File: src/rtl/key_event.sv
// -----------------------------------------------------------------------------
// key_event
//
// Input conditioning for one raw active-low push button. The raw line passes
// through a two-flop synchroniser and a counter-based debouncer. A three-state
// FSM (IDLE / DOWN / LONG) turns the debounced level into one-cycle event
// pulses for press, release, long-press and auto-repeat.
//
// Ports
//   clk           system clock, all state on the rising edge
//   rst_n         asynchronous active-low reset
//   key           raw button, asynchronous to clk, 0 = pressed
//   repeat_en     1 = emit repeat pulses while in the long-press state
//   pressed       debounced level, 1 while the button is held
//   press_pulse   one cycle on each debounced press
//   release_pulse one cycle on each debounced release
//   long_pulse    one cycle when a hold reaches LONG_N cycles
//   repeat_pulse  one cycle every REPEAT_N cycles in long-press (repeat_en=1)
//   inc           press_pulse | repeat_pulse, a ready-made count enable
//
// Parameters
//   DEBOUNCE_N  cycles the synchronised input must disagree with the
//               debounced state before it flips (>= 2)
//   LONG_N      hold time from press_pulse to long_pulse (> DEBOUNCE_N)
//   REPEAT_N    auto-repeat period once long-press is reached (>= 2)
// -----------------------------------------------------------------------------
module key_event #(
  parameter int DEBOUNCE_N = 1000,
  parameter int LONG_N     = 500000,
  parameter int REPEAT_N   = 100000
) (
  input  logic clk,
  input  logic rst_n,
  input  logic key,
  input  logic repeat_en,
  output logic pressed,
  output logic press_pulse,
  output logic release_pulse,
  output logic long_pulse,
  output logic repeat_pulse,
  output logic inc
);

  // Counter widths. The hold and repeat counters only ever reach N-1 before
  // they are cleared, so clog2(N) bits are enough.
  localparam int DB_W   = $clog2(DEBOUNCE_N + 1);
  localparam int HOLD_W = $clog2(LONG_N);
  localparam int REP_W  = $clog2(REPEAT_N);

  // Terminal values: the cycle on which the counter would reach its limit.
  localparam logic [DB_W-1:0]   DB_LAST   = DB_W'(DEBOUNCE_N - 1);
  localparam logic [HOLD_W-1:0] HOLD_LAST = HOLD_W'(LONG_N - 1);
  localparam logic [REP_W-1:0]  REP_LAST  = REP_W'(REPEAT_N - 1);

  typedef enum logic [1:0] {
    IDLE = 2'd0,
    DOWN = 2'd1,
    LONG = 2'd2
  } state_t;

  // Synchroniser and debouncer state (key polarity kept: 1 = released).
  logic            sync1_r;
  logic            sync2_r;
  logic            deb_r;
  logic [DB_W-1:0] db_cnt_r;
  logic            deb_nxt_s;
  logic [DB_W-1:0] db_cnt_nxt_s;

  // FSM state, counters and registered outputs.
  state_t            state_r;
  state_t            state_nxt_s;
  logic [HOLD_W-1:0] hold_r;
  logic [HOLD_W-1:0] hold_nxt_s;
  logic [REP_W-1:0]  rep_r;
  logic [REP_W-1:0]  rep_nxt_s;
  logic              pressed_r;
  logic              pressed_nxt_s;
  logic              press_r;
  logic              press_nxt_s;
  logic              release_r;
  logic              release_nxt_s;
  logic              long_r;
  logic              long_nxt_s;
  logic              repeat_r;
  logic              repeat_nxt_s;
  logic              key_down_s;

  // Two-flop synchroniser; resets to the released level.
  always_ff @(posedge clk or negedge rst_n) begin
    if (!rst_n) begin
      sync1_r <= 1'b1;
      sync2_r <= 1'b1;
    end else begin
      sync1_r <= key;
      sync2_r <= sync1_r;
    end
  end

  // Debounce next-state: count consecutive disagreeing cycles, flip on the
  // DEBOUNCE_N-th one. Any agreeing cycle restarts the count, so the counter
  // stays below DEBOUNCE_N and cannot wrap.
  always_comb begin
    deb_nxt_s    = deb_r;
    db_cnt_nxt_s = db_cnt_r;
    if (sync2_r == deb_r) begin
      db_cnt_nxt_s = {DB_W{1'b0}};
    end else if (db_cnt_r >= DB_LAST) begin
      deb_nxt_s    = sync2_r;
      db_cnt_nxt_s = {DB_W{1'b0}};
    end else begin
      db_cnt_nxt_s = db_cnt_r + DB_W'(1'b1);
    end
  end

  // Debounced level and debounce counter registers.
  always_ff @(posedge clk or negedge rst_n) begin
    if (!rst_n) begin
      deb_r    <= 1'b1;
      db_cnt_r <= {DB_W{1'b0}};
    end else begin
      deb_r    <= deb_nxt_s;
      db_cnt_r <= db_cnt_nxt_s;
    end
  end

  assign key_down_s = ~deb_r;

  // FSM next-state and next-output logic. Release is tested first in DOWN and
  // LONG so it wins over long_pulse / repeat_pulse on the same cycle.
  always_comb begin
    state_nxt_s   = state_r;
    hold_nxt_s    = hold_r;
    rep_nxt_s     = rep_r;
    pressed_nxt_s = pressed_r;
    press_nxt_s   = 1'b0;
    release_nxt_s = 1'b0;
    long_nxt_s    = 1'b0;
    repeat_nxt_s  = 1'b0;
    case (state_r)
      IDLE: begin
        if (key_down_s) begin
          press_nxt_s   = 1'b1;
          pressed_nxt_s = 1'b1;
          hold_nxt_s    = {HOLD_W{1'b0}};
          rep_nxt_s     = {REP_W{1'b0}};
          state_nxt_s   = DOWN;
        end else begin
          pressed_nxt_s = 1'b0;
        end
      end
      DOWN: begin
        if (!key_down_s) begin
          release_nxt_s = 1'b1;
          pressed_nxt_s = 1'b0;
          hold_nxt_s    = {HOLD_W{1'b0}};
          rep_nxt_s     = {REP_W{1'b0}};
          state_nxt_s   = IDLE;
        end else if (hold_r >= HOLD_LAST) begin
          // Hold counter equals LONG_N-1 here, i.e. LONG_N cycles after the
          // press_pulse edge.
          long_nxt_s  = 1'b1;
          rep_nxt_s   = {REP_W{1'b0}};
          state_nxt_s = LONG;
        end else begin
          hold_nxt_s = hold_r + HOLD_W'(1'b1);
        end
      end
      LONG: begin
        if (!key_down_s) begin
          release_nxt_s = 1'b1;
          pressed_nxt_s = 1'b0;
          hold_nxt_s    = {HOLD_W{1'b0}};
          rep_nxt_s     = {REP_W{1'b0}};
          state_nxt_s   = IDLE;
        end else if (rep_r >= REP_LAST) begin
          // The counter keeps running when repeat_en is low so that
          // re-enabling stays on the same REPEAT_N grid.
          rep_nxt_s    = {REP_W{1'b0}};
          repeat_nxt_s = repeat_en;
        end else begin
          rep_nxt_s = rep_r + REP_W'(1'b1);
        end
      end
      default: begin
        state_nxt_s   = IDLE;
        hold_nxt_s    = {HOLD_W{1'b0}};
        rep_nxt_s     = {REP_W{1'b0}};
        pressed_nxt_s = 1'b0;
      end
    endcase
  end

  // FSM state, counters and registered outputs.
  always_ff @(posedge clk or negedge rst_n) begin
    if (!rst_n) begin
      state_r   <= IDLE;
      hold_r    <= {HOLD_W{1'b0}};
      rep_r     <= {REP_W{1'b0}};
      pressed_r <= 1'b0;
      press_r   <= 1'b0;
      release_r <= 1'b0;
      long_r    <= 1'b0;
      repeat_r  <= 1'b0;
    end else begin
      state_r   <= state_nxt_s;
      hold_r    <= hold_nxt_s;
      rep_r     <= rep_nxt_s;
      pressed_r <= pressed_nxt_s;
      press_r   <= press_nxt_s;
      release_r <= release_nxt_s;
      long_r    <= long_nxt_s;
      repeat_r  <= repeat_nxt_s;
    end
  end

  assign pressed       = pressed_r;
  assign press_pulse   = press_r;
  assign release_pulse = release_r;
  assign long_pulse    = long_r;
  assign repeat_pulse  = repeat_r;
  // press and repeat can never coincide (different states), so inc is a
  // clean single-cycle enable.
  assign inc           = press_r | repeat_r;

endmodule

File: config.mk
export PLATFORM = sky130hd
export DESIGN_NAME = key_event
export DESIGN_NICKNAME = d
export VERILOG_FILES = /design/src/rtl/key_event.sv
export SDC_FILE = /design/constraint.sdc
export NUM_CORES = 1
export LEC_CHECK = 0
export BUFFER_PORTS_ARGS = -buffer_cell sky130_fd_sc_hd__clkbuf_2
export CELL_PAD_IN_SITES_DETAIL_PLACEMENT = 0
export CELL_PAD_IN_SITES_GLOBAL_PLACEMENT = 1
export CORE_UTILIZATION = 30
export DETAILED_ROUTE_END_ITERATION = 7
export PLACE_DENSITY_LB_ADDON = 0.1
export SKIP_LAST_GASP = 1
export SYNTH_ARGS = -nofsm -noshare
export SYNTH_HDL_FRONTEND = slang
export SYNTH_SLANG_ARGS = --single-unit
File: constraint.sdc
create_clock -name clk -period 4.08 [get_ports clk]
set_input_delay 0.816 -clock clk [delete_from_list [all_inputs] [get_ports clk]]
set_output_delay 0.816 -clock clk [all_outputs]
set_load 0.005 [all_outputs]
# Word-level counts from Yosys, hierarchy flattened

Index checks and enable logic that the tools add are counted.

Output and inout port bits: 6
Register bits after elaboration: 56

Equality and inequality tests: 8
Muxes and demuxes: 30
Bitwise operators: 2
Magnitude comparators: 3
Reduce and logical (&&, ||, !) cells: 6
$add $sub $neg: 3

Operators with widths:

| cell                  | number |
|---|---|
| $mux 17               | 5 |
| $mux 19               | 4 |
| $pmux 19 s3           | 1 |
| $pmux 17 s3           | 1 |
| $mux 10               | 2 |
| $add 19x1->19 const B | 1 |
| $ge 19x19->1 const B  | 1 |
| $add 17x1->17 const B | 1 |
| $ge 17x17->1 const B  | 1 |
| $mux 1                | 11 |
| $add 10x1->10 const B | 1 |
| $ge 10x10->1 const B  | 1 |
| $mux 2                | 4 |
| $ne 3x3->1 const B    | 2 |
| $pmux 2 s3            | 1 |
| $reduce_and 3->1      | 2 |
| $ne 2x2->1 const B    | 2 |
| $reduce_and 2->1      | 2 |
| $eq 2x1->1 const B    | 1 |
| $eq 2x2->1 const B    | 1 |
| $logic_not 2->1       | 1 |
| $ne 2x1->1 const B    | 1 |
| $pmux 1 s2            | 1 |
| $reduce_or 2->1       | 1 |
| other kinds (3)       | 3 |

# Depth between registers and ports, before layout

Gate-level depths: netlist of the first run.

Depth after elaboration: 4
Depth in mapped cells: 9
Gate-level depth less buffers: 8

# Least setup slack after synthesis of the first run

OpenSTA, ideal clock, no wires.

Path kind: reg-to-reg
From: register hold_r[9]
To: register hold_r[3]
Slack: 1.840 ns
Arrival time: 2.119 ns
Stages on the path, launching flop included: 8
Period minus slack after synthesis: 2.240 ns
Path through: dfrtp_1 -> buf_6 -> or4_4 -> or4_1 -> o211ai_2 -> nand2_4 -> buf_6 -> a22o_1

Longest elaborated chain between the ends: 3

Ends and longest elaborated chain:

| item                       | RTL line | source |
|---|---|---|
| start, declared            | 72       | `logic [HOLD_W-1:0] hold_r;` |
| start signal, assigned     | 197      | `hold_r <= {HOLD_W{1'b0}};` |
| start signal, assigned     | 206      | `hold_r <= hold_nxt_s;` |
| $ge 19x19->1               | 158      | `end else if (hold_r >= HOLD_LAST) begin` |
| $ne 3x3->1 (no line)       | --       |  |
| $reduce_and 3->1 (no line) | --       |  |

No other way between the ends.
A chain may end at the register's enable or synchronous reset.

# Worst setup path after layout of the first run

From: register hold_r[9]
To: register hold_r[16]

Longest elaborated chain between the ends: 4
Elaborated cells on any way between the ends: 7
Those cells by class: add/sub (1); order compare (1); eq/ne (1); mux (3); reduce/logical (1)

Ends and longest elaborated chain:

| item          | RTL line | source |
|---|---|---|
| $add 19x1->19 | 165      | `hold_nxt_s = hold_r + HOLD_W'(1'b1);` |
| $mux 19       | 158      |  |
| $mux 19       | 152      | `if (!key_down_s) begin` |
| $pmux 19 s3   | 139      | `case (state_r)` |

Parallel ways exist; a longest one is shown, timed or not. The select of a mux whose other input is x is not followed.

==> results of run 1 <==
-- layout make-up --
cell class,count,area [um^2]
clock buffers,5,68.8
clock inverters,3,26.3
fillers,1026,6600
inverters,5,18.8
multi-input cells,263,1620
flip-flops and latches,56,1410
well taps,133,166
repair buffers,10,52.6
-- metrics by stage --
step	hold slack [ns]	utilization, %	worst slack (ns)	instances	total power (W)
after floorplan	0.345	-	1.84	336	0.000577
after global routing	0.373	33.7	1.21	475	0.000959
after detailed placement	0.349	32.8	1.47	467	0.000593
after global placement	0.349	32.8	1.52	467	0.000593
after CTS	0.367	33.7	1.43	475	0.000935
final	0.364	33.7	1.37	475	0.000911
-- layer usage --
metal  global-route usage [%]  vias to the layer above  share of wire (%)
li1                         -                     1238                  -
met5                        0                        -                  0
met1                     20.7                     1242                 51
met2                     21.3                       21                 46
met3                     2.07                        5                2.1
met4                     3.37                        0               0.77
-- power breakdown --
group | switching [W] | internal (W)
Sequential | 0.00000288 | 0.000559
Combinational | 0.0000149 | 0.00000423
Clock | 0.000203 | 0.000127
-- synthesized netlist by cell type, types with 2 or more instances --
library cell	number	area [um^2]
mux2i_1	2	20.0
nand3b_1	2	15.0
and2_1	6	37.5
o21ai_1	14	70.1
inv_1	5	18.8
nor3_1	7	35.0
nand4_1	5	31.3
nor2b_1	6	37.5
o31ai_1	8	60.1
nor2_1	32	120
dfstp_2	3	78.8
a21oi_1	16	80.1
mux2_2	2	22.5
o211ai_1	3	22.5
xnor2_1	3	26.3
buf_2	2	10.0
o31ai_2	4	50.1
nand2b_1	6	37.5
nand3_1	26	130
or4_1	2	15.0
ha_1	6	75.1
clkbuf_1	5	18.8
and3_1	10	62.6
or2_2	3	18.8
o21ai_0	25	125
and4_1	5	43.8
xor2_1	5	43.8
nand2_1	31	116
a31oi_1	8	50.1
a22o_1	2	17.5
dfrtp_1	53	1330
a41oi_1	2	17.5
buf_6	4	45.0
a21o_1	2	15.0
-- state kept, by name (all words and copies together), names as in the netlist --
register / count
rep_r: 17
deb_r: 1
sync2_r: 1
release_pulse: 1
repeat_pulse: 1
sync1_r: 1
pressed: 1
state_r: 2
long_pulse: 1
press_pulse: 1
hold_r: 19
db_cnt_r: 10
-- cell families (layout without fill, tap and decap cells) --
kind of cell,after synthesis,in the layout,synth area share [%]
AND/OR/NAND/NOR,148,148,24.9
flip-flops,56,56,44.9
multiplexers,5,5,1.72
XOR/XNOR,8,8,2.24
AO/OA/AOI/OAI,96,96,20.6
buffers and inverters,17,23,3.20
adder cells (fa/ha/maj),6,6,2.40
-- path summary, 6_finish.rpt --
kind / start / cells past startpoint / slack, ns / endpoint
max reg2reg: hold_r[9] / 6 / 1.37 / hold_r[16]
max in group asynchronous: rst_n / 2 / 2.68 / deb_r
max: hold_r[9] / 6 / 1.37 / hold_r[16]
min reg2reg: sync1_r / 0 / 0.36 / sync2_r
min: sync1_r / 0 / 0.36 / sync2_r
min in group asynchronous: rst_n / 1 / 0.48 / hold_r[9]
==> impl_metrics.yaml, run 1 <==
yosys:
  yosys_register_bits: 56
  yosys_warnings: 0
  async_flop_share_pct: 100
  ys_seq_area_share_pct: 44.9
  synth_edf_count: 0
  avgSynthCellArea_um2: 9.31
  synth_area_mm2: 0.00313
  syn-num-nets: 346
  synth_ff_type: "dfrtp_1"
  synth.distinct_cells: 55
  syn_inst: 336
floorplan:
  die_w_um: 104
  initial_core_util_pct: 31.4
  rows: 36
  die_area_mm2: 0.0108
  ios: 10
  coreArea_mm2: 0.00995
  die_h_um: 104
setup_path:
  cp-end-kind: "flop"
  worstPathArrival_ns: 2.93
  worstPathMaxFanout: 12
  crit_buf_inv: 0
  path_delay_family: "compound AO/OA/AOI/OAI gates"
  path_cells: "or4_4 -> nor4_4 -> nor3_1 -> a21oi_1 -> o21ai_0 -> o21ai_0"
  critPathMaxStageDelay_ns: 0.78
  critPathKind: "flop to flop"
  cp.required_ns: 4.31
  cp-start-kind: "flop"
  slowest_stage: "a21oi_1"
  worst_path_most_repeated_cell: "o21ai_0"
clocking:
  cts_setup_buffers: 0
  worstSkewPairLatency_ns: 0.32
  cts_tree: "yes"
  cts_max_level: 2
  cts_hold_buf: 0
  ctsLongestPathBuffers: 2
  root_buffer: "clkbuf_8"
  cts_resized: 0
  cts_buffers: 5
  cts.reportedPaths.clkPinSlew_ns: 0.12
  cts.sinks: 56
layout:
  final_cell_mix: "dfrtp_1, nor2_1, nand2_1"
  mostFrequentLayoutCell: "dfrtp_1"
  drive_above_1_share_pct: 11.4
  nets: 351
  final_cell_area_mm2: 0.00336
  syn_to_final_growth_pct: 7.44
  n_antenna_cell: 0
status:
  outcome: "finished, final reports clean"
timing:
  rsz0062_at_grt: "no"
  relSlewSlack_pct: 35.4
  clock_skew_ns: 0.0141
  worst_pin_slew_ns: 0.969
  finalSetupTns_ns: 0
  fmax_mhz: 370
  slew_violations: 0
  hold_viol_final: 0
  setup_viol: 0
  fin_crit_sh_pct: 66.3
  fin_crit_ns: 2.71
job:
  max_cap_viol_count: 0
drt:
  viasPerCell: 5.28
  drt-total-wl_um: 7270
  firstDrtPassIters: 5
  vias: 2506
  ant_nets: 0
  wl_per_cell_um: 15.3
  first_iter_violations: 93
  drc_errors: 0
global_route:
  grt_pass1_wl_um: 12400
  antenna_found_initial: 0
  grt_pass1_vias: 2357
  track_usage_pct: 14.0
  gr-total-overflow: 0
  grt_max_degree: 35
pwr:
  vdd.ir_drop.worst_uv: 132
  powerDensity_mw_per_mm2: 271
  p_leak_nw: 1.41
placed_design:
  hpwl_um: 4930
  port_buffers: 9
  placed_cell_area_mm2: 0.00326
  routabilityCongestion: 0.751
hold_path:
  hold_class: "flop to flop"
Power figures use the tool's default switching activity.
==> inputs of run 2 (changes only) <==
clock period = 2.2 ns   (was 4.08 ns; I/O delays follow)
==> impl_metrics.yaml, run 2 (synthesis gave the netlist of run 1 again) <==
timing:
  fin_crit_ns: 2.24
  slew_violations: 0
  clock_skew_ns: 0.0166
  fin_crit_sh_pct: 102
  worst_pin_slew_ns: 0.517
  fmax_mhz: 446
  relSlewSlack_pct: 65.5
  setup_viol: 7
  hold_viol_final: 0
  rsz0062_at_grt: "yes"
  timing.final.ws_setup_ns: -0.0436
  hold-worst-slack_ns: 0.124
layout:
  largest_reg_flops: 19
  top_register: "hold_r"
  mostFrequentLayoutCell: "dfrtp_1"
  largestRegisters: "hold_r (19), rep_r (17), db_cnt_r (10)"
  final_cells: 525
  n_antenna_cell: 0
  drive_above_1_share_pct: 28.6
  nets: 401
  final_cell_mix: "dfrtp_1, buf_4, nor2_1"
  syn_to_final_growth_pct: 27.5
  final_cell_area_mm2: 0.00399
  final_util_pct: 40.0
global_route:
  grt_pass1_vias: 2750
  track_usage_pct: 15.6
  antenna_found_initial: 0
  grt_max_degree: 57
  grt_pass1_wl_um: 13900
  gr-total-overflow: 0
job:
  max_cap_viol_count: 0
floorplan:
  ios: 10
  rows: 36
  initial_core_util_pct: 31.4
  die_w_um: 104
  die_area_mm2: 0.0108
  die_h_um: 104
  coreArea_mm2: 0.00995
clocking:
  cts_buffers: 5
  cts.sinks: 56
  cts_hold_buf: 0
  cts_max_level: 2
  cts.reportedPaths.clkPinSlew_ns: 0.11
  cts_tree: "yes"
  root_buffer: "clkbuf_8"
  worstSkewPairLatency_ns: 0.32
  ctsLongestPathBuffers: 2
pwr:
  p_total_w: 0.00184
  vdd.ir_drop.worst_uv: 286
  powerDensity_mw_per_mm2: 463
  p_leak_nw: 1.75
status:
  violations: "negative setup slack"
  outcome: "complete, but fails checks"
setup_path:
  critPathMaxStageDelay_ns: 0.58
  critPathKind: "flop to flop"
  worst_path_most_repeated_cell: "or4_4"
  cp-end-kind: "flop"
  worstPathMaxFanout: 8
  cp.required_ns: 2.41
  path_cells: "or4_4 -> or4_4 -> o211ai_4 -> nand2_4 -> a21o_1 -> a22o_1"
  cp-start-kind: "flop"
  worstPathArrival_ns: 2.46
  slowest_stage: "or4_4"
drt:
  drt-total-wl_um: 7990
  vias: 2720
  first_iter_violations: 89
  drc_errors: 0
  viasPerCell: 5.18
  wl_per_cell_um: 15.2
  firstDrtPassIters: 4
  ant_nets: 0
placed_design:
  placed_cell_area_mm2: 0.00366
  port_buffers: 9
  routabilityCongestion: 0.745
  place_inst: 512
  hpwl_um: 5380
hold_path:
  hold_class: "input port to asynchronous set/reset pin"
run 2: report_power, final:
part           switching [W]  internal (W)   total, W
Clock               0.000361      0.000403   0.000764
Sequential        0.00000538       0.00104    0.00104
Combinational      0.0000282     0.0000105  0.0000386
run 2: worst paths after layout:
check | startpoint | end | slack [ns] | depth (start not counted)
max in group asynchronous | rst_n | sync1_r | 1.77 | 2
worst max-delay path | hold_r[6] | hold_r[3] | -0.04 | 6
worst min register to register | sync1_r | sync2_r | 0.36 | 0
worst min-delay path | rst_n | rep_r[15] | 0.12 | 2
min in group clk | key | sync1_r | 0.20 | 1
worst max register to register | hold_r[6] | hold_r[3] | -0.04 | 6
run 2: cell type report:
class	instances	area [um^2]
fillers	1002	5970
multi-input cells	264	1760
flip-flops and latches	56	1410
repair buffers	59	505
well taps	133	166
clock buffers	7	96.3
clock inverters	1	30.0
inverters	5	18.8
run 2: timing repair:
action | in CTS | in global routing
setup endpoints to repair | 27 | 35
pin swaps | 8 | 18
gates cloned | 1 | 1
buffers inserted | 1 | 3
resized for setup | 3 | 47
run 2: per-stage QoR:
stage,TNS [ns],setup WS (ns)
after global placement,-0.984,-0.0807
final,-0.132,-0.0436
after floorplan,0,0.0105
after global routing,-2.69,-0.123
after CTS,-0.0208,-0.0208
after detailed placement,-0.280,-0.0480
run 2: worst max-delay path, delay by kind of cell, from the launching register on:
kind	cells	cell delay [ns]
flops	1	0.39
compound gates	3	0.49
simple gates	3	1.27
run 2: metal layers:
layer	GRT usage (%)	vias up	share of wire [%]
li1	-	1339	-
met1	22.0	1350	51
met2	25.5	25	46
met3	2.07	6	2.3
met4	3.06	0	0.71
met5	0	-	0
==> inputs of run 3 (changes only) <==
ABC_AREA = 1   (was not set)
CORE_UTILIZATION = 25   (was 30)
==> impl_metrics.yaml, run 3 <==
drt:
  viasPerCell: 4.35
  drc_errors: 0
  firstDrtPassIters: 4
  drt-total-wl_um: 8350
  first_iter_violations: 155
  wl_per_cell_um: 12.6
  vias: 2884
  ant_nets: 0
timing:
  slew_violations: 0
  fin_crit_sh_pct: 86.9
  fin_crit_ns: 1.91
  finalSetupTns_ns: 0
  relSlewSlack_pct: 54.5
  worst_pin_slew_ns: 0.682
  hold_viol_final: 0
  rsz0062_at_grt: "no"
  clock_skew_ns: 0.00575
  fmax_mhz: 523
  setup_viol: 0
  timing.final.ws_setup_ns: 0.288
layout:
  top_register: "hold_r"
  n_antenna_cell: 0
  drive_above_1_share_pct: 13.8
  multi_input_area_mm2: 0.00177
  nets: 496
  syn_to_final_growth_pct: 12.0
  seqCellArea_mm2: 0.00141
  largestRegisters: "hold_r (19), rep_r (17), db_cnt_r (10)"
  largest_reg_flops: 19
  fillers: 1474
  mostFrequentLayoutCell: "nand2_1"
  final_cell_mix: "nand2_1, nor2_1, dfrtp_1"
placed_design:
  port_buffers: 9
  routabilityCongestion: 0.787
  hpwl_um: 5940
  dp_slack_ns: 0.296
clocking:
  cts_buffers: 5
  root_buffer: "clkbuf_16"
  cts_setup_buffers: 0
  cts_hold_buf: 0
  cts_max_level: 2
  cts.reportedPaths.clkPinSlew_ns: 0.08
  cts.sinks: 56
  ctsLongestPathBuffers: 2
  cts_resized: 0
  cts_tree: "yes"
  worstSkewPairLatency_ns: 0.30
global_route:
  grt_pass1_wl_um: 14300
  track_usage_pct: 12.6
  grt_max_degree: 57
  gr-total-overflow: 0
  grt_pass1_vias: 2791
  antenna_found_initial: 0
yosys:
  yosys_register_bits: 56
  synth_top_area_share_pct: 38.4
  yosys.cell_count.top_type: "nand2_1"
  synth_area_mm2: 0.00345
  synth.distinct_cells: 34
  synth_edf_count: 0
  ys_seq_area_share_pct: 40.7
  syn-num-nets: 483
  async_flop_share_pct: 100
  syn_inst: 473
  yosys_warnings: 0
  avgSynthCellArea_um2: 7.30
  synth_ff_type: "dfrtp_1"
  synth_common_cells: "nand2_1, nor2_1, dfrtp_1"
  synth_area_leaders: "dfrtp_1, nand2_1, nor2_1"
  synth_area_leader_cell: "dfrtp_1"
pwr:
  p_sw_w: 0.000444
  p_total_w: 0.00192
  p_leak_nw: 1.80
  cell_internal_pwr_w: 0.00147
  switching_share_pct: 23.1
  vdd.ir_drop.worst_uv: 270
  powerDensity_mw_per_mm2: 496
  p_comb_share_pct: 2.1
  p_seq_share_pct: 54.3
  power_frac_clock_pct: 43.7
setup_path:
  cp-end-kind: "flop"
  cp-start-kind: "flop"
  critPathKind: "flop to flop"
  cp.required_ns: 2.37
  worstPathArrival_ns: 2.09
  worstPathMaxFanout: 34
floorplan:
  die_h_um: 120
  die_w_um: 120
  coreArea_mm2: 0.0133
  rows: 42
  initial_core_util_pct: 25.9
  ios: 10
  die_area_mm2: 0.0143
job:
  max_cap_viol_count: 0
status:
  outcome: "finished, final reports clean"
hold_path:
  hold_class: "input port to asynchronous set/reset pin"
run 3: cell count changes after synthesis, sizes merged, moves of 10 or more:
cell,delta
nand4,+17
xor2,+13
o21ai,-17
nor2,+34
and3,-10
o31ai,-12
a21oi,-10
nand2,+130
inv,+49
run 3: kinds of logic (layout without fill, tap and decap cells):
kind of cell	Yosys count	count (layout)	share of synthesized area [%]
buf+inv	65	79	8.12
compound gates	33	33	5.11
simple gates	291	291	38.3
flops	56	56	40.7
xor+xnor	22	22	5.58
fa+ha+maj	6	6	2.17
run 3: per-layer routing:
metal / GRT usage (%) / vias up / wire (um)
li1: - / 1514 / -
met2: 20.1 / 25 / 3690
met5: 0 / - / 0
met3: 2.14 / 8 / 193
met4: 3.28 / 0 / 82
met1: 17.5 / 1337 / 4380
run 3: final cells by class:
type	count	share of cell area [%]
multi-input combinational	352	45.7
timing repair buffer	16	3.17
clock inverter	2	0.421
clock buffer	6	3.33
sequential	56	36.3
tap	176	5.69
inverter	55	5.34
run 3: worst paths after layout:
| check | start | end | slack, ns | cells after the start |
|---|---|---|---|---|
| setup / recovery | hold_r[1] | hold_r[17] | 0.29 | 10 |
| hold / removal | rst_n | hold_r[2] | 0.14 | 2 |
| setup reg to reg | hold_r[1] | hold_r[17] | 0.29 | 10 |
| hold reg to reg | sync1_r | sync2_r | 0.36 | 0 |
| max in group asynchronous | rst_n | sync1_r | 1.75 | 2 |
| min in group clk | key | sync1_r | 0.21 | 1 |
run 3: per-stage QoR:
stage          cell area (um^2)  cells  util [%]  hold WS, ns
4_1_cts                    3870    663      29.0        0.160
5_1_grt                    3870    663      29.0        0.181
2_1_floorplan              3450    473         -        0.144
6_report                   3870    663      29.0        0.144
3_5_place_dp               3720    655      27.9        0.352
3_3_place_gp               3720    655      27.9        0.351
run 3: power by group through the flow:
stage	logic [W]	registers, W	clock network, W
finish	0.0000399	0.00104	0.000837
global route	0.0000489	0.00104	0.000906
CTS	0.0000433	0.00104	0.000877
detailed placement	0.0000433	0.00106	0
global placement	0.0000427	0.00106	0
floorplan	0.0000101	0.00106	0
run 3: worst max-delay path, cell delays in order (launching register included):
cell and delay, ns:
dfrtp_1 0.40, ha_1 0.28, nand2_1 0.11, inv_2 0.07
nand2_2 0.06, nor2_1 0.12, nand2_1 0.12, nand3_2 0.10
nand2_2 0.08, nand2_4 0.29, o21ai_0 0.15
